## src/rtl/pwm_pkg.sv

```systemverilog
// Shared constants and the duty-bus slicing helper for the multi-channel PWM block.
package pwm_pkg;

  localparam int unsigned CntWDef    = 32;
  localparam int unsigned CntWMax    = 64;
  localparam int unsigned MaxCh      = 16;
  localparam int unsigned DutyBusMax = MaxCh * CntWMax;

  // Returns channel `ch` of a packed duty bus whose fields are `cnt_w` bits wide.
  function automatic logic [CntWMax-1:0] duty_slice(input logic [DutyBusMax-1:0] bus,
                                                     input int unsigned          ch,
                                                     input int unsigned          cnt_w);
    logic [DutyBusMax-1:0] shifted;
    logic [CntWMax-1:0]    mask;
    shifted = bus >> (ch * cnt_w);
    mask    = '1;
    if (cnt_w < CntWMax) mask = mask >> (CntWMax - cnt_w);
    return shifted[CntWMax-1:0] & mask;
  endfunction

endpackage

```

## src/rtl/pwm_multi_if.sv

```systemverilog
// Control/status bundle between the CSR bridge (master) and pwm_multi (slave).
// PWM_MULTI_PERIOD_IRQ_EN adds the o_period_tick status line.
interface pwm_multi_if #(
  parameter int unsigned N_CH  = 4,
  parameter int unsigned CNT_W = pwm_pkg::CntWDef
);
  logic                  i_enable;
  logic [CNT_W-1:0]      i_period_in;
  logic [N_CH*CNT_W-1:0] i_duty_in;
  logic                  i_load;
  logic [N_CH-1:0]       o_pwm_out;
  logic                  o_upd_pending;
`ifdef PWM_MULTI_PERIOD_IRQ_EN
  logic                  o_period_tick;

  modport master (output i_enable, i_period_in, i_duty_in, i_load,
                  input  o_pwm_out, o_upd_pending, o_period_tick);
  modport slave  (input  i_enable, i_period_in, i_duty_in, i_load,
                  output o_pwm_out, o_upd_pending, o_period_tick);
`else
  modport master (output i_enable, i_period_in, i_duty_in, i_load,
                  input  o_pwm_out, o_upd_pending);
  modport slave  (input  i_enable, i_period_in, i_duty_in, i_load,
                  output o_pwm_out, o_upd_pending);
`endif
endinterface

```

## src/rtl/pwm_cmp_ch.sv

```systemverilog
// One PWM channel: active duty register plus registered compare against the shared counter.
module pwm_cmp_ch
  import pwm_pkg::*;
#(
  parameter int unsigned CNT_W = CntWDef
) (
  input  logic             clk,
  input  logic             rst_n,
  input  logic             i_run,
  input  logic             i_apply,
  input  logic [CNT_W-1:0] i_cnt,
  input  logic [CNT_W-1:0] i_duty_shadow,
  output logic             o_pwm
);

  logic [CNT_W-1:0] r_duty_act;
  logic             r_pwm;

  always_ff @(posedge clk or negedge rst_n) begin
    if (!rst_n) begin
      r_duty_act <= '0;
      r_pwm      <= 1'b0;
    end else begin
      if (i_apply) r_duty_act <= i_duty_shadow;
      r_pwm <= i_run && (i_cnt < r_duty_act);
    end
  end

  assign o_pwm = r_pwm;

endmodule

```

## src/rtl/pwm_multi.sv

```systemverilog
// N-channel PWM with a shared period counter and double-buffered period/duty updates.
// Optional PWM_MULTI_PERIOD_IRQ_EN adds a one-cycle period_tick after each terminal count.
module pwm_multi
  import pwm_pkg::*;
#(
  parameter int unsigned N_CH  = 4,
  parameter int unsigned CNT_W = CntWDef
) (
  input logic       clk,
  input logic       rst_n,
  pwm_multi_if.slave bus
);

  logic [CNT_W-1:0]      r_cnt;
  logic [CNT_W-1:0]      r_period_act;
  logic [CNT_W-1:0]      r_shadow_period;
  logic [N_CH*CNT_W-1:0] r_shadow_duty;
  logic                  r_pending;

  logic                  w_run;
  logic                  w_terminal;
  logic                  w_apply;
  logic [DutyBusMax-1:0] w_duty_ext;
  logic [N_CH-1:0]       w_pwm;

  assign w_run      = bus.i_enable && (r_period_act != '0);
  // Only meaningful while running, where period_act >= 1.
  assign w_terminal = r_cnt >= (r_period_act - CNT_W'(1));
  assign w_apply    = r_pending && (!w_run || w_terminal);
  assign w_duty_ext = DutyBusMax'(r_shadow_duty);

  always_ff @(posedge clk or negedge rst_n) begin
    if (!rst_n) begin
      r_cnt           <= '0;
      r_period_act    <= '0;
      r_shadow_period <= '0;
      r_shadow_duty   <= '0;
      r_pending       <= 1'b0;
    end else begin
      if (bus.i_load) begin
        r_shadow_period <= bus.i_period_in;
        r_shadow_duty   <= bus.i_duty_in;
      end
      if (w_apply) r_period_act <= r_shadow_period;
      // A load coinciding with an apply keeps pending set for the newer shadow.
      r_pending <= bus.i_load || (r_pending && !w_apply);
      r_cnt     <= (w_run && !w_terminal) ? r_cnt + CNT_W'(1) : '0;
    end
  end

  for (genvar g = 0; g < N_CH; g++) begin : g_ch
    logic [CNT_W-1:0] w_duty_shadow;
    assign w_duty_shadow = CNT_W'(duty_slice(w_duty_ext, g, CNT_W));

    pwm_cmp_ch #(
      .CNT_W(CNT_W)
    ) u_ch (
      .clk          (clk),
      .rst_n        (rst_n),
      .i_run        (w_run),
      .i_apply      (w_apply),
      .i_cnt        (r_cnt),
      .i_duty_shadow(w_duty_shadow),
      .o_pwm        (w_pwm[g])
    );
  end

  assign bus.o_pwm_out     = w_pwm;
  assign bus.o_upd_pending = r_pending;

`ifdef PWM_MULTI_PERIOD_IRQ_EN
  logic r_tick;

  always_ff @(posedge clk or negedge rst_n) begin
    if (!rst_n) r_tick <= 1'b0;
    else        r_tick <= w_run && w_terminal;
  end

  assign bus.o_period_tick = r_tick;
`endif

endmodule

```

## src/flat_wrapper.sv

```systemverilog
// flat-port wrapper written by rule: the top's interface ports become plain ports
module pwm_multi_flat import pwm_pkg::*;
#(
  parameter int unsigned N_CH  = 4,
  parameter int unsigned CNT_W = CntWDef
)
  (clk, rst_n, bus_i_enable, bus_i_period_in, bus_i_duty_in, bus_i_load, bus_o_pwm_out, bus_o_upd_pending);
  pwm_multi_if #(.N_CH(N_CH), .CNT_W(CNT_W)) bus_i ();
  input logic clk;
  input logic rst_n;
  input wire logic [$bits(bus_i.i_enable)-1:0] bus_i_enable;
  input wire logic [$bits(bus_i.i_period_in)-1:0] bus_i_period_in;
  input wire logic [$bits(bus_i.i_duty_in)-1:0] bus_i_duty_in;
  input wire logic [$bits(bus_i.i_load)-1:0] bus_i_load;
  output wire logic [$bits(bus_i.o_pwm_out)-1:0] bus_o_pwm_out;
  output wire logic [$bits(bus_i.o_upd_pending)-1:0] bus_o_upd_pending;
  assign bus_i.i_enable = bus_i_enable;
  assign bus_i.i_period_in = bus_i_period_in;
  assign bus_i.i_duty_in = bus_i_duty_in;
  assign bus_i.i_load = bus_i_load;
  assign bus_o_pwm_out = bus_i.o_pwm_out;
  assign bus_o_upd_pending = bus_i.o_upd_pending;
  pwm_multi #(.N_CH(N_CH), .CNT_W(CNT_W)) u_core (.clk(clk), .rst_n(rst_n), .bus(bus_i));
endmodule
```

## config.mk

```make
export PLATFORM = sky130hd
export DESIGN_NAME = pwm_multi_flat
export DESIGN_NICKNAME = d
export VERILOG_FILES = /design/src/rtl/pwm_pkg.sv /design/src/rtl/pwm_multi_if.sv /design/src/rtl/pwm_cmp_ch.sv /design/src/rtl/pwm_multi.sv /design/src/flat_wrapper.sv
export SDC_FILE = /design/constraint.sdc
export NUM_CORES = 1
export LEC_CHECK = 0
export CORE_AREA = 2 2 217 219
export DETAILED_ROUTE_END_ITERATION = 16
export DIE_AREA = 0 0 219 221
export GPL_TIMING_DRIVEN = 0
export PLACE_DENSITY_LB_ADDON = 0.05
export SKIP_LAST_GASP = 1
export SLEW_MARGIN = 0
export SYNTH_ARGS = -nofsm -noshare
export SYNTH_HDL_FRONTEND = slang
export SYNTH_SLANG_ARGS = --single-unit
```

## constraint.sdc

```tcl
create_clock -name clk -period 4.7 [get_ports clk]
set_clock_uncertainty 0.15 [all_clocks]
set_input_delay 0.94 -clock clk [delete_from_list [all_inputs] [get_ports clk]]
set_output_delay 0.94 -clock clk [all_outputs]
set_load 0.005 [all_outputs]
```

# [Word level (Yosys, flattened, before mapping)]
# Index checks and enable logic that the tools add are counted.
# W data, S select, Z words.
[word_totals] reg_bits=357 ram_bits=0 input_bits=164 romBits=0 latchBits=0 output_inout_bits=5 word_cells=35 mem_count=0
[classes] order_cmp=5 mul=0 n_shift=0 n_eq_ne=0 bitwise_logic=0 n_mux=1 addsub=2 n_reduce_logical=14 div_mod_pow=0
[op_table] operator="$lt A32 B32 Y1" count=4
[op_table] operator="$add A32 B1 Y32 const B" count=1
[op_table] operator="$ge A32 B32 Y1" count=1
[op_table] operator="$mux W32" count=1
[op_table] operator="$reduce_bool A32 Y1" count=1
[op_table] operator="$sub A32 B1 Y32 const B" count=1
[op_table] operator="$logic_and A1 B1 Y1" count=8
[op_table] operator="$logic_not A1 Y1" count=3
[op_table] operator="$logic_or A1 B1 Y1" count=2

# [Logic depth before layout (Yosys ltp)]
[logic_depth] depth_word=8 depth_mapped=18

# [Modules after synthesis]
# From an unflattened synthesis, not the netlist that was laid out.
[unflattened] cells_unflattened=1584 area_unflattened_um2=17648.2
[modules_own_cells] mod="pwm_multi" area_each_um2=9970.8 cells_per_inst=728 seq_area_each_um2=5630.4 n_inst=1
[modules_own_cells] mod="pwm_cmp_ch" area_each_um2=1919.3 cells_per_inst=214 seq_area_each_um2=825.8 n_inst=4

# [Worst setup path after synthesis]
# OpenSTA, ideal clock, no wires.
[synth_path] kind="reg2reg" start="reg u_core.r_period_act[2]" end="reg u_core.g_ch[0].u_ch.r_duty_act[0]" slack_ns=0.505 period_less_slack_ns=4.195 n_path_buf=3 arrival_time_ns=3.919 stages_incl_launch_ff=17 path_cell_list="dfrtp_1 -> or4_1 -> nor4_1 -> nand3_1 -> nor3_1 -> xnor2_1 -> ha_1 -> and4_1 -> nand3_1 -> nor4_1 -> o21ai_0 -> nand4bb_1 -> buf_2 -> nand2_2 -> buf_6 -> buf_6 -> mux2_4"
[synth_via] elab_chain_cells=5
[synth_lines] element="start, declared" line_no="pwm_multi.sv:15" text="logic [CNT_W-1:0] r_period_act;"
[synth_lines] element="start signal, assigned" line_no="pwm_multi.sv:44" text="if (w_apply) r_period_act <= r_shadow_period;"
[synth_lines] element="branches (longest 3 deep; another with $sub A32 B1 Y32)"
[synth_lines] element="$logic_or A1 B1 Y1 *" line_no="pwm_multi.sv:29" text="assign w_apply = r_pending && (!w_run || w_terminal);"
[synth_lines] element="$logic_and A1 B1 Y1 *" line_no="pwm_multi.sv:29"
[synth_lines] element="end signal, assigned" line_no="pwm_cmp_ch.sv:24" text="if (i_apply) r_duty_act <= i_duty_shadow;"
[synth_lines] element="end, declared" line_no="pwm_cmp_ch.sv:16" text="logic [CNT_W-1:0] r_duty_act;"
# Every way passes the cells marked *.
# A chain may end at the register's enable or synchronous reset.

# [Worst setup path after layout]
[layout_path] start="reg u_core.r_period_act[2]" end="reg u_core.g_ch[1].u_ch.r_duty_act[24]"
[layout_via] elab_chain_cells=5
[layout_lines] element="branches (longest 3 deep; another with $sub A32 B1 Y32)"
[layout_lines] element="$logic_or A1 B1 Y1 *" line_no="pwm_multi.sv:29"
[layout_lines] element="$logic_and A1 B1 Y1 *" line_no="pwm_multi.sv:29"
[layout_lines] element="end signal, assigned" line_no="pwm_cmp_ch.sv:24"
[layout_lines] element="end, declared" line_no="pwm_cmp_ch.sv:16"
# Marked as above.

==> Flow_metrics.wiki <==
{| class="wikitable"
! Metric !! Value
|-
| CP Data Arrival Time || 4.81 ns
|-
| Final WS setup || 0.179 ns
|-
| H-tree depth reported by CTS || 2
|-
| Worst path required time || 4.99 ns
|-
| Final standard cell area without fillers || 22200 um2
|-
| Count of warnings emitted by yosys || 0
|-
| Vias per std cell || about 5.0
|-
| Primary flip-flop cell chosen by synthesis mapping || sky130_fd_sc_hd__dfrtp_1
|-
| Setup slack at placement || -1.16 ns
|-
| Run status || finished, final reports clean
|-
| Portion of netlist area occupied by mux cells || 0.219
|-
| Worst ir drop on vdd || 0.198 mV
|-
| Critical path startpoint category || flop
|-
| Max Cap Violations || 0
|-
| Number of input and output port buffers inserted || 167
|-
| Pwr dens || 378 nW/um2
|-
| Hold-fix buffers at CTS || 0
|-
| Worst-path fanout max || 10
|-
| Overall die area || 48400 um2
|-
| Avg Inst Size Synth || approximately 13 um2
|-
| Headroom to the max-slew limit || 0.159
|-
| Slew of the pin with the lowest slew margin || 1.26 ns
|-
| Tightest Hold Check Type || input port to async pin
|-
| Final setup violating endpoints || 0
|-
| Die span in y || between 200 and 250 um
|-
| Family with the most delay on the worst path || simple AND/OR/NAND/NOR gates
|-
| Library cell used as clock root buffer || sky130_fd_sc_hd__clkbuf_16
|-
| Count of mapped cells out of synthesis || roughly 1400
|-
| Share of the synthesized area in compound gates (AO/OA/AOI/OAI) || 0.0456
|-
| Post-synthesis instance area || approximately 18000 um2
|-
| First-pass DRT Iterations || 4
|-
| Final count of pins violating max slew || 0
|-
| Xor-xnor portion of the synthesized cell area || 0.0285
|-
| TritonCTS clock tree || built
|-
| Count of final hold-check violations || 0
|-
| Ordered list of cells on the worst path || or4_4 -> nor4_4 -> buf_4 -> nand2_1 -> nor2_1 -> xnor2_1 -> ha_1 -> a21oi_1 -> o211ai_1 -> a221o_1 -> o21ai_2 -> nand4bb_1 -> buf_4 -> nand2_8 -> buf_12 -> buf_8 -> mux2_4
|-
| Number of distinct library cells after synthesis || 47
|-
| Dominant combinational cell family by area after synthesis || multiplexers
|-
| Master of the slowest instance on the critical path || sky130_fd_sc_hd__or4_4
|-
| Share of the clock period used by the worst path || 0.962
|-
| Setup crit end kind || flop
|-
| Final weighted congestion in routability-driven placement || 0.797
|-
| Critical path class || flop to flop
|-
| Crit-path most repeated cell || sky130_fd_sc_hd__buf_4
|-
| Area added between synthesis and finish || 22.2%
|-
| Post-synth ARST share || 1.00
|-
| Number of antenna violations at the first check in global routing || 2
|-
| Simple-Gate Fraction of Synth Area || 0.0629
|-
| Total Wirelength || 45.1 mm
|-
| Half-perimeter wire length of the detailed placement result || around 31 mm
|-
| DRC violation count after routing || 0
|-
| Setup TNS || 0 ns
|-
| Number of nets in the synthesized netlist || 1761
|-
| GR Overflow Total || 0
|-
| Antenna-violating nets left || 0
|-
| Average wire per standard cell || 19.7 um
|-
| Overall fraction of global-route tracks in use || 0.193
|-
| Clock slew at reported path FFs || 0.06 ns
|-
| Wire length of the first global-routing pass || 70.7 mm
|-
| Highest attainable clock frequency || between 200 and 250 MHz
|-
| Leakage dissipation || 0.0104 uW
|-
| Initial DRC count || 550
|-
| Std-Cell Core Area || around 46000 um2
|-
| TritonCTS sink count || 357
|-
| Placed Area || 20700 um2
|-
| Maximum number of pins on one net before global-route repair || 114
|-
| Synthesized flop and latch total || 357
|-
| Cts bufs inserted || 41
|-
| Share of the yosys chip area belonging to registers || 0.492
|-
| Share of post-route cells with drive strength above 1 || 0.236
|-
| Clock latency on the worst-skew pair || 0.56 ns
|-
| Std cell rows || 79
|-
| Initial standard-cell utilization of the core || 0.394
|-
| Vias in the first global route || 12100
|-
| CP bufs+invs || 4
|-
| Adder and majority cell fraction of the synthesized area || 0.109
|-
| Fin nets || approximately 2000
|-
| Number of ports placed on the die boundary || between 150 and 200
|-
| Delay of the slowest cell on the worst path || around 0.6 ns
|-
| Buffer levels on the longest clock path || 3
|-
| Post-layout min period || 4.52 ns
|-
| Number of synthesized flops with an enable pin || 0
|-
| X dimension of the die || 219 um
|-
| Via count || 11400
|}
==> sequential cells by signal, indices dropped and copies added, names as in the netlist <==
name                         count
u_core.g_ch.u_ch.r_duty_act    128
u_core.r_shadow_duty           128
u_core.r_cnt                    32
u_core.g_ch.u_ch.o_pwm           4
u_core.r_shadow_period          32
u_core.r_period_act             32
u_core.bus.o_upd_pending         1
==> synthesized netlist by cell type (5+ instances only) <==
cell | number | area share
sky130_fd_sc_hd__nor2_1 | 75 | 0.016
sky130_fd_sc_hd__a211oi_1 | 8 | 0.0033
sky130_fd_sc_hd__nor4_1 | 10 | 0.0034
sky130_fd_sc_hd__mux2_1 | 36 | 0.022
sky130_fd_sc_hd__a21oi_1 | 55 | 0.015
sky130_fd_sc_hd__o21ai_0 | 34 | 0.0094
sky130_fd_sc_hd__buf_6 | 11 | 0.0068
sky130_fd_sc_hd__nor2b_1 | 6 | 0.0021
sky130_fd_sc_hd__mux2_2 | 184 | 0.11
sky130_fd_sc_hd__o211ai_1 | 6 | 0.0025
sky130_fd_sc_hd__and4_1 | 7 | 0.0034
sky130_fd_sc_hd__or4_1 | 5 | 0.0021
sky130_fd_sc_hd__inv_1 | 136 | 0.028
sky130_fd_sc_hd__xor2_1 | 19 | 0.0092
sky130_fd_sc_hd__nor3_1 | 18 | 0.0050
sky130_fd_sc_hd__nand3_1 | 19 | 0.0052
sky130_fd_sc_hd__a21o_1 | 21 | 0.0087
sky130_fd_sc_hd__buf_2 | 7 | 0.0019
sky130_fd_sc_hd__nand4_1 | 25 | 0.0086
sky130_fd_sc_hd__dfrtp_1 | 357 | 0.49
sky130_fd_sc_hd__xnor2_1 | 40 | 0.019
sky130_fd_sc_hd__mux2_4 | 100 | 0.083
sky130_fd_sc_hd__nand2_1 | 41 | 0.0085
sky130_fd_sc_hd__clkbuf_1 | 20 | 0.0041
sky130_fd_sc_hd__ha_1 | 158 | 0.11
==> stage by stage <==
step,utilization,instances,power (uW),hold slack (ns)
after CTS,0.480,2290,8530,0.0484
after floorplan,-,1439,4690,0.304
after detailed placement,0.449,2216,5210,0.323
after global routing,0.482,2291,8870,0.0677
after global placement,0.447,2213,5170,0.317
final,0.482,2294,8400,0.0744
==> repair_timing <==
| item | in CTS | in global routing |
|---|---|---|
| pin swaps | 1 | 2 |
| setup endpoints to repair | 193 | 160 |
| resized for setup | 10 | 13 |
| setup buffers | 3 | 1 |
==> worst paths after layout <==
kind,start,to,slack [ns],cells after the start
worst max-delay path,u_core.r_period_act[2],u_core.g_ch[1].u_ch.r_duty_act[24],0.18,17
worst min-delay path,rst_n,u_core.r_shadow_duty[111],0.07,1
worst max register to register,u_core.r_period_act[2],u_core.g_ch[1].u_ch.r_duty_act[24],0.18,17
worst min register to register,u_core.r_shadow_duty[30],u_core.g_ch[0].u_ch.r_duty_act[30],0.33,1
max in group asynchronous,rst_n,u_core.r_shadow_duty[10],2.95,3
min in group clk,u_core.r_shadow_duty[30],u_core.g_ch[0].u_ch.r_duty_act[30],0.33,1
==> where the power goes <==
group          switching, uW  internal [uW]  total, uW
clock network           1280           1960       3240
logic                    560            805       1360
registers                299           3490       3790
total                   2140           6260       8400
==> cell type report <==
| class | count | area [um2] |
|---|---|---|
| clock buffer | 62 | 1270 |
| fill | 4256 | 23900 |
| buffer | 43 | 289 |
| timing repair buffer | 174 | 1790 |
| multi-input combinational | 903 | 8540 |
| clock inverter | 9 | 98.8 |
| tap | 607 | 759 |
| inverter | 136 | 510 |
| antenna | 3 | 7.51 |
| sequential | 357 | 8930 |
==> cell families after synthesis <==
kind of cell | after synthesis
AO/OA/AOI/OAI | 137
XOR/XNOR | 59
adder cells (fa/ha/maj) | 158
buffers and inverters | 179
flip-flops | 357
multiplexers | 320
AND/OR/NAND/NOR | 229
==> routing by layer <==
metal,track usage,vias to the layer above,part of all wire
met1,0.265,5714,0.46
met5,0,-,0
met3,0.0359,59,0.053
met4,0.0617,0,0.024
met2,0.306,187,0.46
li1,-,5476,-
==> placed cells by master, fill, tap and decap left out, drive strengths merged, types with 40 or more instances in the layout <==
cell type / Yosys / final
dfrtp: 357 / 357
clkbuf: 20 / 83
nand2: 42 / 42
a21oi: 55 / 55
mux2: 320 / 320
ha: 158 / 158
xnor2: 40 / 40
nor2: 75 / 75
clkdlybuf4s50: 0 / 166
inv: 136 / 137
Power figures use the tool's default switching activity.
